--- config.mk ---
export PLATFORM = sky130hd
export DESIGN_NAME = pipe_ctrl
export DESIGN_NICKNAME = d
export VERILOG_FILES = /design/src/rtl/pipe_ctrl.sv
export SDC_FILE = /design/constraint.sdc
export NUM_CORES = 1
export LEC_CHECK = 0
export BUFFER_PORTS_ARGS = -buffer_cell sky130_fd_sc_hd__buf_2
export CAP_MARGIN = 10
export CORE_MARGIN = 2
export CORE_UTILIZATION = 45
export DETAILED_ROUTE_END_ITERATION = 16
export PLACE_DENSITY = 0.77
export SYNTH_ARGS = -nofsm -noshare
export SYNTH_HDL_FRONTEND = slang
export SYNTH_SLANG_ARGS = --single-unit
export TNS_END_PERCENT = 5
--- constraint.sdc ---
create_clock -name clk -period 4 [get_ports clk]
set_input_delay 0.4 -clock clk [delete_from_list [all_inputs] [get_ports clk]]
set_output_delay 0.4 -clock clk [all_outputs]
set_load 0.005 [all_outputs]
--- src/rtl/pipe_ctrl.sv ---
// pipe_ctrl: control unit for the 5-stage RV32I pipeline.
// Decodes in ID, resolves branches in EX, owns forwarding, stall and flush.
module pipe_ctrl #(
    parameter int ENABLE_FWD = 1,
    parameter int REG_AW     = 5,
    parameter int ALUCTRL_W  = 4
) (
    input  logic                 clk,
    input  logic                 rst,
    input  logic [6:0]           id_op,
    input  logic [2:0]           id_funct3,
    input  logic                 id_funct7_5,
    input  logic [REG_AW-1:0]    id_rs1,
    input  logic [REG_AW-1:0]    id_rs2,
    input  logic [REG_AW-1:0]    id_rd,
    input  logic                 ex_zero,
    input  logic                 ex_lt,
    input  logic                 ex_ltu,
    output logic [2:0]           d_imm_src,
    output logic [ALUCTRL_W-1:0] e_alu_control,
    output logic                 e_alu_src,
    output logic [1:0]           e_fwd_a,
    output logic [1:0]           e_fwd_b,
    output logic [1:0]           e_pcsrc,
    output logic                 e_illegal,
    output logic                 stall_f,
    output logic                 stall_d,
    output logic                 flush_d,
    output logic                 flush_e,
    output logic                 m_mem_write,
    output logic [REG_AW-1:0]    m_rd,
    output logic                 w_reg_write,
    output logic [1:0]           w_result_src,
    output logic [REG_AW-1:0]    w_rd
);
    typedef logic [ALUCTRL_W-1:0] aluc_t;
    typedef logic [REG_AW-1:0]    reg_t;

    localparam aluc_t A_ADD   = aluc_t'(0);
    localparam aluc_t A_SUB   = aluc_t'(1);
    localparam aluc_t A_AND   = aluc_t'(2);
    localparam aluc_t A_OR    = aluc_t'(3);
    localparam aluc_t A_XOR   = aluc_t'(4);
    localparam aluc_t A_SLT   = aluc_t'(5);
    localparam aluc_t A_SLTU  = aluc_t'(6);
    localparam aluc_t A_SLL   = aluc_t'(7);
    localparam aluc_t A_SRL   = aluc_t'(8);
    localparam aluc_t A_SRA   = aluc_t'(9);
    localparam aluc_t A_PASSB = aluc_t'(10);

    localparam logic [6:0] OP_R     = 7'b0110011;
    localparam logic [6:0] OP_I     = 7'b0010011;
    localparam logic [6:0] OP_LOAD  = 7'b0000011;
    localparam logic [6:0] OP_STORE = 7'b0100011;
    localparam logic [6:0] OP_BR    = 7'b1100011;
    localparam logic [6:0] OP_JAL   = 7'b1101111;
    localparam logic [6:0] OP_JALR  = 7'b1100111;
    localparam logic [6:0] OP_LUI   = 7'b0110111;
    localparam logic [6:0] OP_AUIPC = 7'b0010111;

    typedef struct packed {
        logic       reg_write;
        logic [1:0] result_src;
        logic       mem_write;
        logic       branch;
        logic       jal;
        logic       jalr;
        logic       load;
        logic       illegal;
        logic       alu_src;
        aluc_t      alu_ctrl;
        logic [2:0] funct3;
        reg_t       rs1;
        reg_t       rs2;
        reg_t       rd;
    } id_ex_t;

    typedef struct packed {
        logic       reg_write;
        logic [1:0] result_src;
        logic       mem_write;
        reg_t       rd;
    } ex_mem_t;

    typedef struct packed {
        logic       reg_write;
        logic [1:0] result_src;
        reg_t       rd;
    } mem_wb_t;

    id_ex_t  dec, ex_d, ex_q;
    ex_mem_t mem_d, mem_q;
    mem_wb_t wb_d, wb_q;
    logic    taken, hazard, redirect;

    function automatic aluc_t alu_op(input logic [2:0] f3, input logic alt,
                                     input logic is_r);
        case (f3)
            3'b000:  alu_op = (alt && is_r) ? A_SUB : A_ADD;
            3'b001:  alu_op = A_SLL;
            3'b010:  alu_op = A_SLT;
            3'b011:  alu_op = A_SLTU;
            3'b100:  alu_op = A_XOR;
            3'b101:  alu_op = alt ? A_SRA : A_SRL;
            3'b110:  alu_op = A_OR;
            default: alu_op = A_AND;
        endcase
    endfunction

    function automatic logic rd_hit(input logic wr, input reg_t rd,
                                    input reg_t rs1, input reg_t rs2);
        return wr && (rd != '0) && ((rd == rs1) || (rd == rs2));
    endfunction

    function automatic logic [1:0] fwd_sel(input reg_t rs,
                                           input logic m_wr, input reg_t m_d,
                                           input logic w_wr, input reg_t w_d);
        if (m_wr && (m_d != '0) && (m_d == rs)) return 2'b10;
        if (w_wr && (w_d != '0) && (w_d == rs)) return 2'b01;
        return 2'b00;
    endfunction

    always_comb begin
        dec        = '0;
        dec.funct3 = id_funct3;
        dec.rs1    = id_rs1;
        dec.rs2    = id_rs2;
        d_imm_src  = 3'b000;
        unique case (id_op)
            OP_R: begin
                dec.reg_write = 1'b1;
                dec.rd        = id_rd;
                dec.alu_ctrl  = alu_op(id_funct3, id_funct7_5, 1'b1);
            end
            OP_I: begin
                dec.reg_write = 1'b1;
                dec.rd        = id_rd;
                dec.alu_src   = 1'b1;
                dec.alu_ctrl  = alu_op(id_funct3, id_funct7_5, 1'b0);
            end
            OP_LOAD: begin
                dec.reg_write  = 1'b1;
                dec.rd         = id_rd;
                dec.alu_src    = 1'b1;
                dec.load       = 1'b1;
                dec.result_src = 2'b01;
            end
            OP_STORE: begin
                dec.mem_write = 1'b1;
                dec.alu_src   = 1'b1;
                d_imm_src     = 3'b001;
            end
            OP_BR: begin
                dec.branch   = 1'b1;
                dec.alu_ctrl = A_SUB;
                d_imm_src    = 3'b010;
            end
            OP_JAL: begin
                dec.reg_write  = 1'b1;
                dec.rd         = id_rd;
                dec.jal        = 1'b1;
                dec.result_src = 2'b10;
                d_imm_src      = 3'b011;
            end
            OP_JALR: begin
                dec.reg_write  = 1'b1;
                dec.rd         = id_rd;
                dec.jalr       = 1'b1;
                dec.alu_src    = 1'b1;
                dec.result_src = 2'b10;
            end
            OP_LUI, OP_AUIPC: begin
                dec.reg_write = 1'b1;
                dec.rd        = id_rd;
                dec.alu_src   = 1'b1;
                dec.alu_ctrl  = (id_op == OP_LUI) ? A_PASSB : A_ADD;
                d_imm_src     = 3'b100;
            end
            default: begin
                dec.rs1     = '0;
                dec.rs2     = '0;
                dec.illegal = 1'b1;
            end
        endcase
    end

    always_comb begin
        case (ex_q.funct3)
            3'b000:  taken = ex_zero;
            3'b001:  taken = !ex_zero;
            3'b100:  taken = ex_lt;
            3'b101:  taken = !ex_lt;
            3'b110:  taken = ex_ltu;
            3'b111:  taken = !ex_ltu;
            default: taken = 1'b0;
        endcase
    end

    assign e_pcsrc = ex_q.jalr ? 2'b10 :
                     (ex_q.jal || (ex_q.branch && taken)) ? 2'b01 : 2'b00;
    assign redirect = (e_pcsrc != 2'b00);

    // Without forwarding every writer still in EX or MEM blocks the reader.
    assign hazard = (ENABLE_FWD != 0)
        ? (ex_q.load && rd_hit(ex_q.reg_write, ex_q.rd, id_rs1, id_rs2))
        : (rd_hit(ex_q.reg_write, ex_q.rd, id_rs1, id_rs2) ||
           rd_hit(mem_q.reg_write, mem_q.rd, id_rs1, id_rs2));

    assign stall_f = hazard && !redirect;
    assign stall_d = hazard && !redirect;
    assign flush_d = redirect;
    assign flush_e = redirect || hazard;

    assign e_fwd_a = (ENABLE_FWD != 0)
        ? fwd_sel(ex_q.rs1, mem_q.reg_write, mem_q.rd, wb_q.reg_write, wb_q.rd)
        : 2'b00;
    assign e_fwd_b = (ENABLE_FWD != 0)
        ? fwd_sel(ex_q.rs2, mem_q.reg_write, mem_q.rd, wb_q.reg_write, wb_q.rd)
        : 2'b00;

    always_comb begin
        if (flush_e)      ex_d = '0;
        else if (stall_d) ex_d = ex_q;
        else              ex_d = dec;
        mem_d.reg_write  = ex_q.reg_write;
        mem_d.result_src = ex_q.result_src;
        mem_d.mem_write  = ex_q.mem_write;
        mem_d.rd         = ex_q.rd;
        wb_d.reg_write   = mem_q.reg_write;
        wb_d.result_src  = mem_q.result_src;
        wb_d.rd          = mem_q.rd;
    end

    always_ff @(posedge clk) begin
        if (rst) begin
            ex_q  <= '0;
            mem_q <= '0;
            wb_q  <= '0;
        end else begin
            ex_q  <= ex_d;
            mem_q <= mem_d;
            wb_q  <= wb_d;
        end
    end

    assign e_alu_control = ex_q.alu_ctrl;
    assign e_alu_src     = ex_q.alu_src;
    assign e_illegal     = ex_q.illegal;
    assign m_mem_write   = mem_q.mem_write;
    assign m_rd          = mem_q.rd;
    assign w_reg_write   = wb_q.reg_write;
    assign w_result_src  = wb_q.result_src;
    assign w_rd          = wb_q.rd;
endmodule

==> summary.md, run 1 <==
| Metric | Value |
|---|---|
| Pin count of the biggest net entering global routing | 28 |
| DR WL met2 | around 1.9 mm |
| Via count | between 1500 and 2000 |
| Leakage power | 0.00124 uW |
| Seq/Total Area, Yosys | between 40 and 50% |
| Max Cap Viol | 0 |
| Metal-1 WL | between 2 and 2.5 mm |
| Final #Nets | 308 |
| Setup Fix Bufs, Post-CTS | 0 |
| Worst-Skew Late Latency | 0.29 ns |
| Die Y | between 70 and 80 um |
| Diodes inserted | 0 |
| Reg2reg start | ex_q[1]$_SDFFE_PP0N_ |
| FP Rows | 25 |
| Htree depth | 2 |
| Cts repair resizes | 0 |
| Cell breakdown of the critical path | or4_1, o21ai_0, nor4_1, nor4_1, buf_2 |
| Dpl ws | around 1.8 ns |
| RSZ-0062 raised after global routing | no |
| Synth warn | 0 |
| Final Cycle Share | between 60% and 70% |
| Fin worst setup slack | 1.58 ns |
| Min Clock Period, post-route | ~2.4 ns |
| All-layer global routing usage | between 15 and 20% |
| Area Growth Syn to Fin | 16.2% |
| Final instance area | around 2500 um^2 |
| CTS Buf Count | 5 |
| Worst Hold Path EP | ex_q[6]$_SDFFE_PP0N_ |
| I/O pins | 64 |
| CP top delay family | simple AND/OR/NAND/NOR gates |
| HPWL after DPL | approximately 3.3 mm |
| Int Power | ~640 uW |
| CP Capture Type | output pin |
| Reg clk slew, reported paths | around 0.080 ns |
| Number of global-route vias before repair | approximately 1400 |
| Setup_tns | 0 ns |
| CP startpoint | m_rd[2]$_SDFF_PP0_ |
| Required time worst endpoint | 3.60 ns |
| FF+latch count, synth | 48 |
| Deepest clock path buffer count | 2 |
| Antenna viol nets, final | 0 |
| Net count after synthesis | roughly 260 |
| Synth Cell Area | ~2200 um^2 |
| WP data arrival | about 2 ns |
| TritonCTS clock tree | yes |
| Clk_skew | approximately 0.0095 ns |
| Hold Fails Final Rpt | 0 |
| Root Driver | clkbuf_8 |
| WHS Path Cells | 2 |
| Highest Signal Layer | met4 |
| Initial core utilization | 46.5% |
| Port bufs | 63 |
| Vias per cell | roughly 4.9 |
| FF+latch area | between 900 and 1000 um^2 |
| Max FO, Critical Path | 5 |
| Worst vdd ir | ~0.15 mV |
| Multi-input logic area | roughly 1100 um^2 |
| Core footprint | around 4700 um^2 |
| Worst min-delay path class | in -> reg |
| FF-to-FF End | e_alu_control[3]$_SDFFE_PP0N_ |
| Share of cells above drive strength 1 | between 30% and 40% |
| Die X | around 74 um |
| Residual DRC | 0 |
| FILL cells | 441 |
| Placed Area | ~2400 um^2 |
| DRT iter0 DRCs | 60 |
| Pre-antenna DRT Iters | 4 |
| WL final | roughly 4.2 mm |
| Initial antenna violation count | 0 |
| Pins Over Slew Limit | 0 |
| FF-to-FF path depth | 4 |
| Unique cell type count in the Yosys netlist | 39 |
| FMAX | between 400 and 500 MHz |
| First-pass GRT wire length | between 6 and 7 mm |
| Startpoint types | flip-flop |
| Total overflow reported by the global router | 0 |
| Routed WL per cell | 12.6 um |
| Cells after Synth | 225 |
| Net Sw Power | approximately 190 uW |
| RePlAce Congestion | 0.839 |
| Power per cell area | between 300 and 400 nW/um^2 |
| Critical path class | reg -> out |
| Measured slew at the worst slew-check pin | between 0.6 and 0.7 ns |
| WP buf/inv | 1 |
| Die area | 5430 um^2 |
| Switching Share | around a quarter |
| CP most frequent cell | nor4_1 |
| Clk sinks | 48 |
| Setup violators final | 0 |
| Status | complete, no violations |
| Reg2reg setup slack | between 2 and 2.5 ns |
| WL met3 | between 100 and 150 um |
| Number of hold buffers added after cts | 0 |
| Clock share of power | between 30% and 40% |
| Max-Slew Margin vs Limit | roughly three fifths |
| Logic gate share of total power | ~8.3% |
| Flop pwr share | about three fifths |
| Peak per-stage delay on the critical path | 0.51 ns |
| Slowest cell on the critical path | or4_1 |
| Syn_area_per_cell | about 9.7 um^2 |
| Min-delay src | id_rs2[1] |
## metal layers
metal,global-route usage [%],vias to the layer above
met5,0,-
met3,3.70,4
met1,21.6,728
li1,-,855
met2,24.5,42
met4,4.85,0
## cell type report
| type | count | share of cell area (%) |
|---|---|---|
| inverter | 4 | 0.592 |
| clock buffer | 5 | 2.71 |
| timing repair buffer | 63 | 12.4 |
| tap | 54 | 2.66 |
| sequential | 48 | 37.9 |
| multi-input combinational | 155 | 43.0 |
| clock inverter | 3 | 0.740 |
## synthesized netlist by cell type, drive strengths merged
| library cell | n | area share, % |
|---|---|---|
| xor2 | 26 | 10 |
| o21a | 1 | 0.34 |
| o21ai | 6 | 1.5 |
| nand2 | 5 | 0.86 |
| a41o | 1 | 0.46 |
| or3b | 1 | 0.40 |
| or3 | 3 | 0.86 |
| nand4 | 1 | 0.29 |
| nor2 | 15 | 2.6 |
| and2 | 12 | 3.4 |
| nand3b | 2 | 0.69 |
| o31a | 1 | 0.40 |
| dfxtp | 48 | 44 |
| a31oi | 3 | 0.86 |
| nand2b | 1 | 0.29 |
| nand3 | 3 | 0.69 |
| nor3 | 15 | 4.8 |
| nor4 | 6 | 1.7 |
| a22oi | 1 | 0.57 |
| nor3b | 7 | 2.9 |
| buf | 13 | 4.5 |
| a211oi | 1 | 0.34 |
| or4 | 6 | 2.2 |
| mux2i | 2 | 0.92 |
| o211a | 1 | 0.46 |
| o211ai | 2 | 1.9 |
| inv | 4 | 0.69 |
| xnor2 | 6 | 2.4 |
| or2 | 2 | 0.57 |
| clkbuf | 5 | 0.86 |
| a21oi | 4 | 0.92 |
| and3 | 1 | 0.29 |
| nor2b | 20 | 5.7 |
## layout by cell type (no fill, tap or decap), drive strengths merged
cell type   n
buf        63
dfxtp      48
xor2       26
nor2b      20
nor2       15
nor3       15
and2       12
nor3b       7
xnor2       6
nor4        6
or4         6
o21ai       6
nand2       5
clkbuf      5
inv         4
a21oi       4
or3         3
nand3       3
a31oi       3
clkinv      3
o211ai      2
nand3b      2
mux2i       2
or2         2
a22oi       1
or3b        1
a41o        1
nand2b      1
a211oi      1
nand4       1
o21a        1
o211a       1
and3        1
o31a        1
## state kept, by name (all words and copies together), names as in the netlist
name           cells
m_rd               5
mem_q              3
m_mem_write        1
w_result_src       2
e_alu_control      4
w_reg_write        1
ex_q              25
e_alu_src          1
w_rd               5
e_illegal          1
## worst max-delay path by stage
| stage | end | slack [ns] | cells past startpoint |
|---|---|---|---|
| 2_1_floorplan | stall_f | 2.07 | 6 |
| 3_3_place_gp | flush_e | 1.82 | 6 |
| 3_5_place_dp | flush_e | 1.78 | 6 |
| 4_1_cts | e_fwd_b[0] | 1.55 | 5 |
| 5_1_grt | e_fwd_b[0] | 1.39 | 5 |
| 6_report | e_fwd_a[0] | 1.58 | 5 |
## cells by family after synthesis
logic type,share of synthesized area (%)
AOI/OAI and AO/OA,7.85
muxes,0.917
DFF,44.0
and+or+nand+nor,28.3
xor gates and xnor gates,12.8
buffers and inverters,6.07
## per-stage QoR
stage / power, uW / hold slack [ns] / instances / util (%)
floorplan: 539 / 0.414 / 225 / -
global placement: 567 / 0.421 / 324 / 52.2
detailed placement: 568 / 0.423 / 324 / 52.2
CTS: 839 / 0.328 / 332 / 54.1
global route: 866 / 0.327 / 332 / 54.1
finish: 829 / 0.336 / 332 / 54.1
## power groups by stage
stage / clock, uW / sequential [uW] / combinational, uW
5_1_grt: 300 / 488 / 77.8
2_1_floorplan: 0 / 498 / 41.6
3_5_place_dp: 0 / 499 / 69.0
4_1_cts: 282 / 487 / 69.4
3_3_place_gp: 0 / 499 / 68.0
6_report: 273 / 487 / 69.1
## worst register-to-register path, stage by stage (launching register included)
cell      delay (ns)
dfxtp_1         0.36
or4_4           0.56
o211ai_4        0.24
o21ai_2         0.23
nor4_1          0.29
Note: power is estimated with default switching activity, not from simulation.
==> run 2, diff against run 1 <==
==> constraint.sdc (replaced) <==
create_clock -name clk -period 2.4 [get_ports clk]
set_input_delay 0.24 -clock clk [delete_from_list [all_inputs] [get_ports clk]]
set_output_delay 0.24 -clock clk [all_outputs]
set_load 0.005 [all_outputs]
==> run 2 against run 1 <==
Effect of this change: non-clock buffer count increased by 1; first-iteration DRC count decreased by 8.3%; clock power increased by 120%; total power increased by 84%; combinational power increased by 69%; register-to-register slack got worse by 1.7 ns; worst hold slack got worse by 0.18 ns; critical path type unchanged; largest power group unchanged.
==> summary.md, run 2 (synthesis gave the netlist of run 1 again) <==
| Metric | Value |
|---|---|
| Min Clock Period, post-route | 2.17 ns |
| Share of cells above drive strength 1 | 31.5% (+0.25 points) |
| Residual DRC | 0 (unchanged) |
| Area Growth Syn to Fin | 17.8% |
| FP Rows | 25 (unchanged) |
| Initial antenna violation count | 0 (unchanged) |
| Port bufs | 63 (unchanged) |
| Number of global-route vias before repair | 1549 (+7.6%) |
| Net Sw Power | 352 uW (+82%) |
| Most frequent cells in the layout | 63 x buf_2, 48 x dfxtp_1, 26 x xor2_1 |
| CTS Buf Count | 5 (unchanged) |
| Reg clk slew, reported paths | 0.10 ns (+0.02 ns) |
| RSZ-0062 raised after global routing | no |
| Total overflow reported by the global router | 0 (unchanged) |
| Top Usage Layer GRT | met2 |
| CP Capture Type | output pin |
| Measured slew at the worst slew-check pin | 0.511 ns (-0.106 ns) |
| Status | complete, no violations |
| Number of hold buffers added after cts | 0 (unchanged) |
| Clock share of power | 39.0% (+6.1 points) |
| Final instance area | 2570 um^2 (+1.4%) |
| Max-Slew Margin vs Limit | 65.9% (+7.1 points) |
| Flop pwr share | 53.3% (-5.5 points) |
| Vias per cell | 5.00 (+1.9%) |
| FMAX | 460 MHz |
| Root Driver | clkbuf_8 |
| Htree depth | 2 (unchanged) |
| Cts repair resizes | 0 (unchanged) |
| Dpl ws | 0.555 ns (-1.22 ns) |
| Worst min-delay path class | in -> reg |
| Hold Fails Final Rpt | 0 (unchanged) |
| Final #Nets | 309 (+0.32%) |
| Die area | 5430 um^2 (unchanged) |
| Diodes inserted | 0 (unchanged) |
| Final Cycle Share | approximately 91% |
| HPWL after DPL | 3.46 mm (+4.0%) |
| Logic gate share of total power | 7.7% (-0.6 points) |
| Fin worst setup slack | 0.226 ns (-1.35 ns) |
| Die Y | 73.7 um (unchanged) |
| Worst vdd ir | 0.281 mV (+85%) |
| Power per cell area | 592 nW/um^2 (+81%) |
| CP most frequent cell | nor4_1 |
| Commonest non-fill, non-tap cell in the layout | buf_2 |
| Initial core utilization | 46.5% (unchanged) |
| Int Power | 1170 uW (+84%) |
| Setup Fix Bufs, Post-CTS | 0 (unchanged) |
| Max Cap Viol | 0 (unchanged) |
| Met3 usage | 4.25% (+0.55 points) |
| Setup_tns | 0 ns (unchanged) |
| Final Total Pwr | 1520 uW (+84%) |
| Deepest clock path buffer count | 2 (unchanged) |
| Slowest cell on the critical path | or4_1 |
| Routed WL per cell | 13.3 um (+5.7%) |
| RePlAce Congestion | 0.847 (+0.88%) |
| Cell breakdown of the critical path | or4_1, o21ai_0, nor4_1, nor4_1, buf_2 |
| Number of flip-flops in the largest register | 25 (unchanged) |
| Die X | 73.7 um (unchanged) |
| Required time worst endpoint | 2.16 ns (-1.44 ns) |
| Switching Share | 23.1% (-0.19 points) |
| Placed Area | 2460 um^2 (+0.31%) |
| Clk sinks | 48 (unchanged) |
| DRT iter0 DRCs | 55 (-8.3%) |
| Setup violators final | 0 (unchanged) |
| WP data arrival | 1.93 ns (-0.09 ns) |
| Via count | 1665 (+2.2%) |
| All-layer global routing usage | 16.7% (+0.91 points) |
| Critical path class | reg -> out |
| Clk_skew | 0.00882 ns (-0.000681 ns) |
| I/O pins | 64 (unchanged) |
| WL final | 4.42 mm (+6.0%) |
| Peak per-stage delay on the critical path | 0.52 ns (about the same) |
| WP buf/inv | 1 (unchanged) |
| TritonCTS clock tree | yes |
| Worst-Skew Late Latency | 0.30 ns (about the same) |
| Pins Over Slew Limit | 0 (unchanged) |
| Max FO, Critical Path | 5 (unchanged) |
| Antenna viol nets, final | 0 (unchanged) |
| Pin count of the biggest net entering global routing | 28 (unchanged) |
| Reg with most FFs | ex_q |
| CP top delay family | simple AND/OR/NAND/NOR gates |
| Met1 usage | 21.5% (-0.19 points) |
| Pre-antenna DRT Iters | 4 (unchanged) |
| Leakage power | 0.00125 uW (+1.3%) |
| Core footprint | 4690 um^2 (unchanged) |
| First-pass GRT wire length | 6.87 mm (+6.1%) |
| Startpoint types | flip-flop |
| Met2 Usage GRT | 26.5% (+2.0 points) |
[run 2: worst paths after layout]
check / startpoint / to / slack [ns] / cells after the start
setup / recovery: m_rd[1]$_SDFF_PP0_ / e_fwd_b[0] / 0.23 / 5
setup reg to reg: ex_q[1]$_SDFFE_PP0N_ / ex_q[28]$_SDFFE_PP0N_ / 0.59 / 5
hold reg to reg: mem_q[7]$_SDFF_PP0_ / w_result_src[1]$_SDFF_PP0_ / 0.45 / 1
hold / removal: id_rs1[2] / ex_q[12]$_SDFFE_PP0N_ / 0.16 / 2
[run 2: final cells by class]
class	instances	area, um^2
multi-input combinational	155	1090
timing repair buffer	64	323
inverter	4	15.0
tap	54	67.6
clock inverter	3	47.5
fill	461	2120
sequential	48	961
clock buffer	5	68.8
[run 2: routing by layer]
| metal | share of wire (%) | vias up |
|---|---|---|
| li1 | - | 862 |
| met4 | 1.4 | 0 |
| met5 | 0 | - |
| met2 | 46 | 47 |
| met3 | 4.4 | 6 |
| met1 | 48 | 750 |
[run 2: power by group through the flow]
stage	Sequential, uW	Combinational, uW	Clock (uW)
finish	812	117	593
global route	814	131	636
CTS	813	118	612
detailed placement	831	117	0
global placement	831	116	0
floorplan	830	69.3	0
[run 2: per-stage QoR]
stage | cells | util, % | hold slack [ns]
floorplan | 225 | - | 0.317
global placement | 325 | 52.3 | 0.420
detailed placement | 325 | 52.3 | 0.420
CTS | 333 | 54.8 | 0.152
global route | 333 | 54.8 | 0.150
finish | 333 | 54.8 | 0.160
==> run 3, diff against run 2 <==
--- a/config.mk
+++ b/config.mk
@@ -5,12 +5,14 @@
 export SDC_FILE = /design/constraint.sdc
 export NUM_CORES = 1
 export LEC_CHECK = 0
+export ABC_AREA = 1
 export BUFFER_PORTS_ARGS = -buffer_cell sky130_fd_sc_hd__buf_2
 export CAP_MARGIN = 10
 export CORE_MARGIN = 2
 export CORE_UTILIZATION = 45
+export CTS_BUF_LIST = sky130_fd_sc_hd__clkbuf_8 sky130_fd_sc_hd__clkbuf_16
 export DETAILED_ROUTE_END_ITERATION = 16
-export PLACE_DENSITY = 0.77
+export PLACE_DENSITY = 0.75
 export SYNTH_ARGS = -nofsm -noshare
 export SYNTH_HDL_FRONTEND = slang
 export SYNTH_SLANG_ARGS = --single-unit
==> run 3 against run 2 <==
Effect of this change: fmax grew 7.1%; die area grew 16%; sequential cell count is the same; cell count grew 46%; global-route usage grew 2.4 points; utilization shrank 1.7 points; register-to-register slack gained 0.11 ns; first-iteration DRC count grew 69%; non-clock buffer count shrank 1; clock skew grew 0.0042 ns; sequential share of layout area shrank 4.5 points; via count grew 36%; critical endpoint is now stall_d; largest cell class unchanged.
==> summary.md, run 3 <==
| Metric | Value |
|---|---|
| Status | complete, no violations |
| Most frequent cells in the layout | 77 x nand2_1, 63 x buf_2, 56 x inv_1 |
| FF+latch area | 961 um^2 (unchanged) |
| Critical path class | reg -> out |
| Reg2reg setup slack | 0.70 ns (+0.11 ns) |
| Die Y | 79.4 um (+7.8%) |
| Prevailing post-synth register cell | dfxtp_1 |
| Initial core utilization | 46.4% (-0.089 points) |
| Root Driver | clkbuf_8 |
| Final #Nets | 444 (+44%) |
| Htree depth | 2 (unchanged) |
| Max-Slew Margin vs Limit | 70.2% (+4.3 points) |
| All-layer global routing usage | 19.0% (+2.4 points) |
| Die X | 79.4 um (+7.8%) |
| Measured slew at the worst slew-check pin | 0.445 ns (-0.0654 ns) |
| Share of cells above drive strength 1 | 24.6% (-6.9 points) |
| RSZ-0062 raised after global routing | no |
| CTS Buf Count | 5 (unchanged) |
| Fin worst setup slack | 0.369 ns (+0.144 ns) |
| CP Capture Type | output pin |
| Post-synth top cells | 77 x nand2_1, 56 x inv_1, 52 x nor2_1 |
| Synth area leader | dfxtp_1 |
| Antenna viol nets, final | 0 (unchanged) |
| Routed WL per cell | 11.8 um (-11%) |
| Syn_area_per_cell | 7.08 um^2 (-27%) |
| Pins Over Slew Limit | 0 (unchanged) |
| Max FO, Critical Path | 17 (+12) |
| Port bufs | 63 (unchanged) |
| Reg clk slew, reported paths | 0.10 ns (about the same) |
| Leakage power | 0.00153 uW (+22%) |
| Number of hold buffers added after cts | 0 (unchanged) |
| Max Cap Viol | 0 (unchanged) |
| FP Rows | 27 (+8.0%) |
| DRT iter0 DRCs | 93 (+69%) |
| Worst Hold Path EP | ex_q[29]$_SDFFE_PP0N_ |
| Synth warn | 0 (unchanged) |
| Switching Share | 25.0% (+1.9 points) |
| Required time worst endpoint | 2.16 ns (about the same) |
| Hold Fails Final Rpt | 0 (unchanged) |
| WHS Path Cells | 4 (+2) |
| Core footprint | 5510 um^2 (+17%) |
| Power per cell area | 499 nW/um^2 (-16%) |
| Commonest non-fill, non-tap cell in the layout | nand2_1 |
| Reg2reg start | ex_q[17]$_SDFFE_PP0N_ |
| FILL cells | 535 (+16%) |
| Worst-Skew Late Latency | 0.30 ns (about the same) |
| Clock share of power | 35.0% (-4.0 points) |
| WP data arrival | 1.79 ns (-0.14 ns) |
| RePlAce Congestion | 0.890 (+5.2%) |
| Dpl ws | 0.645 ns (+0.0903 ns) |
| HPWL after DPL | 4.49 mm (+30%) |
| FF-to-FF path depth | 12 (+7) |
| EDFF count, synth | 0 (unchanged) |
| Logic gate share of total power | 9.1% (+1.4 points) |
| Pre-antenna DRT Iters | 4 (unchanged) |
| Clk sinks | 48 (unchanged) |
| FMAX | 492 MHz (+7.1%) |
| First-pass GRT wire length | 9.36 mm (+36%) |
| Top-count cell post-synth | nand2_1 |
| FF-to-FF End | ex_q[31]$_SDFFE_PP0N_ |
| Multi-input logic area | 1220 um^2 (+12%) |
| WL final | 5.72 mm (+29%) |
| Net count after synthesis | 392 (+53%) |
| Cells after Synth | 361 (+60%) |
| Final Cycle Share | 84.6% (-6.0 points) |
| Total overflow reported by the global router | 0 (unchanged) |
| Pin count of the biggest net entering global routing | 27 (-3.6%) |
| Worst vdd ir | 0.270 mV (-4.0%) |
| Synth area leaders | dfxtp_1 38%, nand2_1 11%, inv_1 8.2% |
| Area Growth Syn to Fin | 14.3% |
| Synth Cell Area | 2560 um^2 (+17%) |
| Die area | 6300 um^2 (+16%) |
| Cts repair resizes | 0 (unchanged) |
| Initial antenna violation count | 0 (unchanged) |
| Unique cell type count in the Yosys netlist | 33 (-15%) |
| Vias per cell | 4.64 (-7.1%) |
| FF+latch count, synth | 48 (unchanged) |
| Via count | 2257 (+36%) |
| Worst min-delay path class | in -> reg |
| Clk_skew | 0.0130 ns (+0.00419 ns) |
| Startpoint types | flip-flop |
| Final design utilization | 53.1% (-1.7 points) |
| Min Clock Period, post-route | 2.03 ns (-0.144 ns) |
| Deepest clock path buffer count | 2 (unchanged) |
| Min-delay src | id_op[4] |
| Setup_tns | 0 ns (unchanged) |
| Diodes inserted | 0 (unchanged) |
| CP startpoint | ex_q[2]$_SDFFE_PP0N_ |
| Setup Fix Bufs, Post-CTS | 0 (unchanged) |
| Net Sw Power | 365 uW (+3.6%) |
| Int Power | 1090 uW (-6.6%) |
| Number of flip-flops in the largest register | 25 (unchanged) |
| Synth top area share | 37.6% (-6.4 points) |
| I/O pins | 64 (unchanged) |
| Seq/Total Area, Yosys | 37.6% (-6.4 points) |
| Number of global-route vias before repair | 2109 (+36%) |
| Synth async-reset ratio | 0% (unchanged) |
| Reg with most FFs | ex_q |
| TritonCTS clock tree | yes |
| Worst hold slack | 0.200 ns (+0.0401 ns) |
| Flop pwr share | 55.9% (+2.6 points) |
| Residual DRC | 0 (unchanged) |
| Setup violators final | 0 (unchanged) |
run 3: changes by cell type in the layout (fill, tap and decap cells not counted), moves of 12 or more:
cell     change
and2_1      -12
inv_1       +52
nand2_1     +72
nor2_1      +37
nor2b_1     -20
xor2_1      -18
run 3: layout make-up:
cell class | instances | share of cell area [%]
multi-input combinational | 232 | 41.9
clock buffer | 6 | 2.83
tap | 72 | 3.08
sequential | 48 | 32.9
inverter | 63 | 8.09
timing repair buffer | 63 | 10.8
clock inverter | 2 | 0.471
run 3: worst max-delay path by stage:
stage	to	slack [ns]	depth (start not counted)
after floorplan	stall_f	0.91	10
after global placement	ex_q[11]$_SDFFE_PP0N_	0.69	13
after detailed placement	ex_q[10]$_SDFFE_PP0N_	0.64	13
after CTS	stall_d	0.37	9
after global routing	stall_d	0.26	9
final	stall_d	0.37	9
run 3: critical path, cell delays in order (launching register included):
cell and delay, ns:
dfxtp_1 0.40, inv_2 0.07, nand2_1 0.06, nand2_1 0.05
nor2_1 0.14, nand3_2 0.12, nand2_2 0.09, nand2_4 0.12
nor2_8 0.27, buf_2 0.16
run 3: logic make-up (layout without fill, tap and decap cells):
family | Yosys count | after routing | synth area share [%]
flip-flops | 48 | 48 | 37.6
AO/OA/AOI/OAI | 40 | 40 | 9.98
AND/OR/NAND/NOR | 168 | 168 | 29.6
buffers and inverters | 81 | 134 | 14.6
XOR/XNOR | 24 | 24 | 8.22
run 3: per-stage QoR:
stage	std cells	total power (uW)	area (um^2)
6_report	486	1460	2920
5_1_grt	486	1510	2920
4_1_cts	486	1460	2920
3_5_place_dp	478	966	2830
3_3_place_gp	478	962	2830
2_1_floorplan	361	916	2560
run 3: power by group through the flow:
stage	logic [uW]	registers, uW	clock network [uW]
floorplan	84.7	832	0
global placement	129	833	0
detailed placement	132	834	0
CTS	133	815	512
global route	150	817	543
finish	133	815	510
run 3: layer usage:
| layer | global-route usage (%) | vias up | share of wire (%) |
|---|---|---|---|
| li1 | - | 1201 | - |
| met1 | 22.6 | 979 | 45 |
| met2 | 33.4 | 63 | 48 |
| met3 | 3.28 | 14 | 4.8 |
| met4 | 8.79 | 0 | 2.8 |
| met5 | 0 | - | 0 |
